## src/rtl/alu_pkg.sv

```systemverilog
// Shared definitions for the 1-bit ALU slice: mode encodings and the
// result triple carried from each functional unit to the output register.
package alu_pkg;

  localparam logic [1:0] MODE_ADD   = 2'b00;
  localparam logic [1:0] MODE_SUB   = 2'b01;
  localparam logic [1:0] MODE_CMP   = 2'b10;
  localparam logic [1:0] MODE_LOGIC = 2'b11;

  // f is the main result, cout the carry or secondary result, n the
  // "A less than B" flag that only the comparator ever drives high.
  typedef struct packed {
    logic f;
    logic cout;
    logic n;
  } result_t;

endpackage

```

## src/rtl/alu_1_bit_units.sv

```systemverilog
// Leaf building blocks of the ALU slice: half/full adders, the 1-bit
// magnitude comparator, the mode decoder and the enable gate that stands
// in for a tristate buffer so that no Z or X can reach the outputs.

module half_adder (
  input  logic a,
  input  logic b,
  output logic s,
  output logic c
);
  assign s = a ^ b;
  assign c = a & b;
endmodule

// Two half adders in series; the carries can never both be 1, so an OR
// merges them into the full-adder carry.
module full_adder (
  input  logic a,
  input  logic b,
  input  logic cin,
  output logic sum,
  output logic cout
);
  logic s1;
  logic c1;
  logic c2;

  half_adder ha_lo (.a(a),  .b(b),   .s(s1),  .c(c1));
  half_adder ha_hi (.a(s1), .b(cin), .s(sum), .c(c2));

  assign cout = c1 | c2;
endmodule

// Exactly one of eq/gt/lt is high for any pair of bits.
module comparator_1_bit (
  input  logic a,
  input  logic b,
  output logic eq,
  output logic gt,
  output logic lt
);
  assign eq = ~(a ^ b);
  assign gt = a & ~b;
  assign lt = ~a & b;
endmodule

// One-hot unit enables: bit 0 ADD, bit 1 SUB, bit 2 CMP, bit 3 LOGIC.
module decoder_2to4
  import alu_pkg::*;
(
  input  logic [1:0] sel,
  output logic [3:0] en
);
  // Decode the mode into exactly one active enable.
  always_comb begin
    en = 4'b0000;
    case (sel)
      MODE_ADD:   en = 4'b0001;
      MODE_SUB:   en = 4'b0010;
      MODE_CMP:   en = 4'b0100;
      MODE_LOGIC: en = 4'b1000;
      default:    en = 4'b0000;
    endcase
  end
endmodule

// A disabled unit drives zeros, so the gated results can simply be ORed
// together where a real bus would have resolved tristate drivers.
module tristate
  import alu_pkg::*;
(
  input  logic    en,
  input  result_t d,
  output result_t q
);
  assign q = en ? d : '0;
endmodule

```

## src/rtl/alu_1_bit.sv

```systemverilog
// 1-bit ALU slice: four functional units, a mode decoder selecting one of
// them, an enable-gated merge, and a registered output with synchronous
// reset. Carry chaining between slices is handled by the parent ALU.
module alu_1_bit
  import alu_pkg::*;
(
  input  logic clk,
  input  logic rst,
  input  logic A,
  input  logic B,
  input  logic Cin,
  input  logic M0,
  input  logic M1,
  output logic F,
  output logic Cout,
  output logic N
);

  logic [3:0] unit_en;
  logic       add_sum;
  logic       add_cout;
  logic       sub_sum;
  logic       sub_cout;
  logic       b_inv;
  logic       cmp_eq;
  logic       cmp_gt;
  logic       cmp_lt;

  result_t add_res;
  result_t sub_res;
  result_t cmp_res;
  result_t logic_res;
  result_t add_gated;
  result_t sub_gated;
  result_t cmp_gated;
  result_t logic_gated;
  result_t merged;
  result_t out_q;

  decoder_2to4 u_dec (.sel({M1, M0}), .en(unit_en));

  full_adder u_add (.a(A), .b(B), .cin(Cin), .sum(add_sum), .cout(add_cout));

  // Subtraction is A + ~B + Cin; a carry-out of 1 means no borrow.
  assign b_inv = ~B;
  full_adder u_sub (.a(A), .b(b_inv), .cin(Cin), .sum(sub_sum), .cout(sub_cout));

  comparator_1_bit u_cmp (.a(A), .b(B), .eq(cmp_eq), .gt(cmp_gt), .lt(cmp_lt));

  assign add_res   = '{f: add_sum, cout: add_cout, n: 1'b0};
  assign sub_res   = '{f: sub_sum, cout: sub_cout, n: 1'b0};
  assign cmp_res   = '{f: cmp_eq,  cout: cmp_gt,   n: cmp_lt};
  assign logic_res = '{f: A & B,   cout: A | B,    n: 1'b0};

  tristate u_gate_add   (.en(unit_en[0]), .d(add_res),   .q(add_gated));
  tristate u_gate_sub   (.en(unit_en[1]), .d(sub_res),   .q(sub_gated));
  tristate u_gate_cmp   (.en(unit_en[2]), .d(cmp_res),   .q(cmp_gated));
  tristate u_gate_logic (.en(unit_en[3]), .d(logic_res), .q(logic_gated));

  assign merged = add_gated | sub_gated | cmp_gated | logic_gated;

  // Capture the selected unit's result; reset overrides any input.
  always_ff @(posedge clk) begin
    if (rst) begin
      out_q <= '0;
    end else begin
      out_q <= merged;
    end
  end

  assign F    = out_q.f;
  assign Cout = out_q.cout;
  assign N    = out_q.n;

endmodule

```

## config.mk

```make
export PLATFORM = sky130hd
export DESIGN_NAME = alu_1_bit
export DESIGN_NICKNAME = d
export VERILOG_FILES = /design/src/rtl/alu_pkg.sv /design/src/rtl/alu_1_bit_units.sv /design/src/rtl/alu_1_bit.sv
export SDC_FILE = /design/constraint.sdc
export NUM_CORES = 1
export LEC_CHECK = 0
export CORE_AREA = 2 2 39 41
export DETAILED_ROUTE_END_ITERATION = 16
export DIE_AREA = 0 0 41 43
export GPL_ROUTABILITY_DRIVEN = 0
export PLACE_DENSITY = 0.44
export SYNTH_ARGS = -nofsm -noshare
export SYNTH_HDL_FRONTEND = slang
export SYNTH_SLANG_ARGS = --single-unit
```

## constraint.sdc

```tcl
create_clock -name clk -period 1.7 [get_ports clk]
set_clock_uncertainty 0.1 [all_clocks]
set_input_delay 0.34 -clock clk [delete_from_list [all_inputs] [get_ports clk]]
set_output_delay 0.34 -clock clk [all_outputs]
set_load 0.02 [all_outputs]
```

# Yosys cells after proc, flatten, opt, wreduce, memory -nomap -nowiden
# Cells that the tools add are included.
totals:
  reg_bits: 3
  in_bits: 7
  out_inout_bits: 3
  elab_cells: 30
op_classes:
  eq_ne: 3
  mux: 5
  bitwise: 18
  n_reduce_logical: 1
op_table:
  columns: ["operator", "n"]
  rows:
  - ["$pmux W4 S4", 1]
  - ["$mux W3", 4]
  - ["$or A3 B3 Y3", 3]
  - ["$and A1 B1 Y1", 5]
  - ["$eq A2 B2 Y1 const B", 2]
  - ["$xor A1 B1 Y1", 4]
  - ["$not A1 Y1", 3]
  - ["$or A1 B1 Y1", 3]
  - ["$eq A2 B1 Y1 const B", 1]
  - ["$logic_not A2 Y1", 1]

# Longest topological paths before layout
depth:
  depth_word: 8
  mapped_depth: 4
  mapped_depth_nobuf: 4

# Hierarchy
# Synthesis repeated with hierarchy kept, for this count alone.
hier_totals:
  cells_unflattened: 39
  area_unflattened_um2: 306.5
by_module_without_submodules:
  columns: ["module", "instances", "cells_per_inst", "area_per_inst_um2"]
  rows:
  - ["alu_1_bit", 1, 13, 110.1]
  - ["tristate", 4, 3, 18.8]
  - ["half_adder", 4, 1, 12.5]
  - ["comparator_1_bit", 1, 4, 32.5]
  - ["decoder_2to4", 1, 4, 26.3]
  - ["full_adder", 2, 1, 6.3]

# Worst setup path before layout
# OpenSTA, ideal clock, no wires.
synth_path:
  path_kind: "input port to flip-flop"
  start: "in A"
  end: "reg out_q (netlist bit F)"
  arrival_time_ns: 1.326
  required_time_ns: 1.527
  slack_ns: 0.201
  cell_stages: 4
  n_path_buf: 0
  cell_sequence: "inv_1 -> fa_1 -> mux2_4 -> o22ai_2"
synth_via:
  elab_chain_len: 6
synth_lines:
  columns: ["element", "line", "text"]
  rows:
  - ["from (decl)", "alu_1_bit.sv:9", "input logic A,"]
  - ["$xor A1 B1 Y1, on equally long branches", "alu_1_bit_units.sv:11, alu_1_bit_units.sv:42", null]
  - ["$xor A1 B1 Y1", "alu_1_bit_units.sv:11", "assign s = a ^ b;"]
  - ["$mux W3", "alu_1_bit_units.sv:76", "assign q = en ? d : '0;"]
  - ["$or A3 B3 Y3 (2 in a row)", "alu_1_bit.sv:60", "assign merged = add_gated | sub_gated | cmp_gated | logic_gated;"]
  - ["$or A3 B3 Y3 *", "alu_1_bit.sv:60", null]
  - ["to (signal assigned)", "alu_1_bit.sv:67", "out_q <= merged;"]
  - ["to (decl)", "alu_1_bit.sv:38", "result_t out_q;"]
# Every way passes the cells marked *; elsewhere a longest branch is shown, timed or not.
# A chain may end at the register's enable or synchronous reset.

# Worst setup path in the final report
layout_path:
  start: "reg out_q (netlist bit F)"
  end: "out F"
layout_lines:
  columns: ["element", "line", "text"]
  rows:
  - ["to (decl)", "alu_1_bit.sv:14", "output logic F,"]
# No word-level cell between the ends.

==> results.ini <==
[sta]
relSlewSlack_pct=84.7
max_freq_ghz=0.642
fin_ws_ns=0.143
slew_violations=0
hold_viol_final=0
finalCritPeriodShare_pct=91.6
timing.final.crit_period_ns=1.56
tightestPinTransition_ns=0.229
setup_viol=0
rsz0062_at_grt=no

[synthesis]
synthMuxAreaShare_pct=13.9
synth_seq_area_share_pct=23.0
yosys_warnings=0
syn_nets=35
synth_top_family_by_area=adder cells
synthTopCellsByArea=dfxtp_1 23%, ha_1 19%, fa_1 15%, o32ai_2 6.2%, mux2_4 5.7%
synth_area_per_cell_um2=11.9
synth_area_um2=262
synthMostInstantiatedCell=ha_1
synth_top_flop_cell=dfxtp_1
synth_commonest_cells=4 x ha_1, 3 x dfxtp_1, 3 x inv_1, 2 x fa_1, 2 x nor2b_1
synthXorXnorAreaFrac_pct=0
yosys.area.top_type=dfxtp_1
synthArstFlopShare_pct=0
yosys.cell_types.count=13
synthAdderAreaFrac_pct=34.4
synth_edf_count=0
synth-seq-cells=3
yosysTopAreaCellShare_pct=23.0
synth_compound_area_share_pct=11.0
yosys.area_share.simple_pct=13.4
netlist_instances=22

[clock_network]
cts_buffer_depth=2
cts_resized=6
root_buffer=clkbuf_4
cts.reportedPaths.clkPinSlew_ns=0.03
cts_sinks=3
cts_tree=yes
cts_buffers=3
htree_levels=1
cts_hold_buf=0
cts_setup_buffers=0

[global_routing]
grt_start_max_net_pins=7
antenna_found_initial=0
grt_pass1_vias=213
grt_use_total_pct=7.93
grt_overflow=0
grt_pass1_wl_um=883

[setup_path]
critPathSlowestCell=clkdlybuf4s50_1
startpoint_type=register
crit_family=buffers and inverters
cp.depth=1
crit_chain=clkdlybuf4s50_1
path_max_fanout=1
critPathMaxStageDelay_ns=0.59
critPathArrivalTime_ns=1.12
criticalPathCategory=reg2out
required_ns=1.26
crit_buf_inv=1
crit_path_end_kind=primary output

[routing]
viasPerCell=3.91
vias=215
drtIter0Drc=0
postRouteAntennaNets=0
routedWlPerCell_um=9.18
wl_um=505
dr.pass1.iters=1
post-route-drc-count=0

[min_path]
min_to=N$_SDFF_PP0_
min_from=rst
hold_class=in2reg
min_delay_path_depth=2

[die]
die_w_um=41
start_util_pct=18.9
core_area_um2=1380
ioPinCount=10
num_rows=14
dieArea_um2=1760
die_y_um=43

[layout]
stdcell_area_um2=424
area_delta_synth_final_pct=62.2
fillers=146
drive_gt1_share_pct=35.9
antenna_cells=0
finalNetCount=53

[placed_design]
io_buffers=9
place_area_um2=402
dp_slack_ns=-0.353
dpl.hpwl_um=450

[run_status]
status=finished, final reports clean

[power]
power_density_nw_per_um2=657
leakage_nw=0.192
ir_worst_vdd_uv=137

[job]
cap_viol_max_count=0

[sequential cells by signal, indices dropped and copies added, names as in the netlist]
name	flops
Cout	1
F	1
N	1
[power by group]
group	leakage (nW)	internal (W)	switching (W)
logic	0.153	0.0000465	0.0000352
registers	0.0247	0.0000759	0.00000106
clock network	0.0150	0.0000877	0.0000325
[how the worst max path moves through the flow]
stage,startpoint,end
floorplan,A,F$_SDFF_PP0_
CTS,F$_SDFF_PP0_,F
global placement,A,F$_SDFF_PP0_
detailed placement,A,F$_SDFF_PP0_
finish,F$_SDFF_PP0_,F
global route,Cout$_SDFF_PP0_,Cout
[cell families after synthesis]
kind of cell,after synthesis
AOI/OAI and AO/OA,2
DFF,3
and+or+nand+nor,5
muxes,3
buffers and inverters,3
adders and majority gates,6
[per-stage QoR]
stage | setup TNS (ns) | total power, W | cells | util [%] | hold slack, ns
after floorplan | 0 | 0.000120 | 22 | - | 0.316
after global placement | -0.574 | 0.000162 | 51 | 29.0 | 0.840
after detailed placement | -0.616 | 0.000163 | 51 | 29.0 | 0.848
after CTS | 0 | 0.000287 | 55 | 30.7 | 0.610
after global routing | 0 | 0.000307 | 55 | 30.7 | 0.606
final | 0 | 0.000279 | 55 | 30.7 | 0.612
[final cells by class]
class,count,area (µm²),area share [%]
clock buffer,4,26.3,6.19
multi-input combinational,16,190,44.8
tap,16,20.0,4.72
timing repair buffer,13,116,27.4
inverter,3,11.3,2.65
sequential,3,60.1,14.2
[per-layer routing]
metal	routed length, µm	global-route usage (%)	up-vias	share of wire (%)
li1	-	-	107	-
met1	198	9.00	98	39
met2	246	10.3	10	49
met3	61	4.71	0	12
met4	0	6.00	0	0
met5	0	0	-	0
[cell usage in the layout (no fill, tap or decap)]
cell type / netlist / layout
nor2b_1: 2 / 2
mux2i_1: 1 / 1
buf_4: 0 / 4
mux2_4: 1 / 1
fa_1: 2 / 2
nor4bb_1: 1 / 1
inv_2: 0 / 3
o32ai_2: 1 / 1
or2_1: 1 / 1
o22ai_2: 1 / 1
clkdlybuf4s50_1: 0 / 6
dfxtp_1: 3 / 3
clkbuf_4: 0 / 3
nand2b_1: 1 / 1
dlygate4sd2_1: 0 / 3
clkbuf_1: 0 / 1
mux2_2: 1 / 1
ha_1: 4 / 4
No activity file was read; power rests on OpenSTA's default activity.
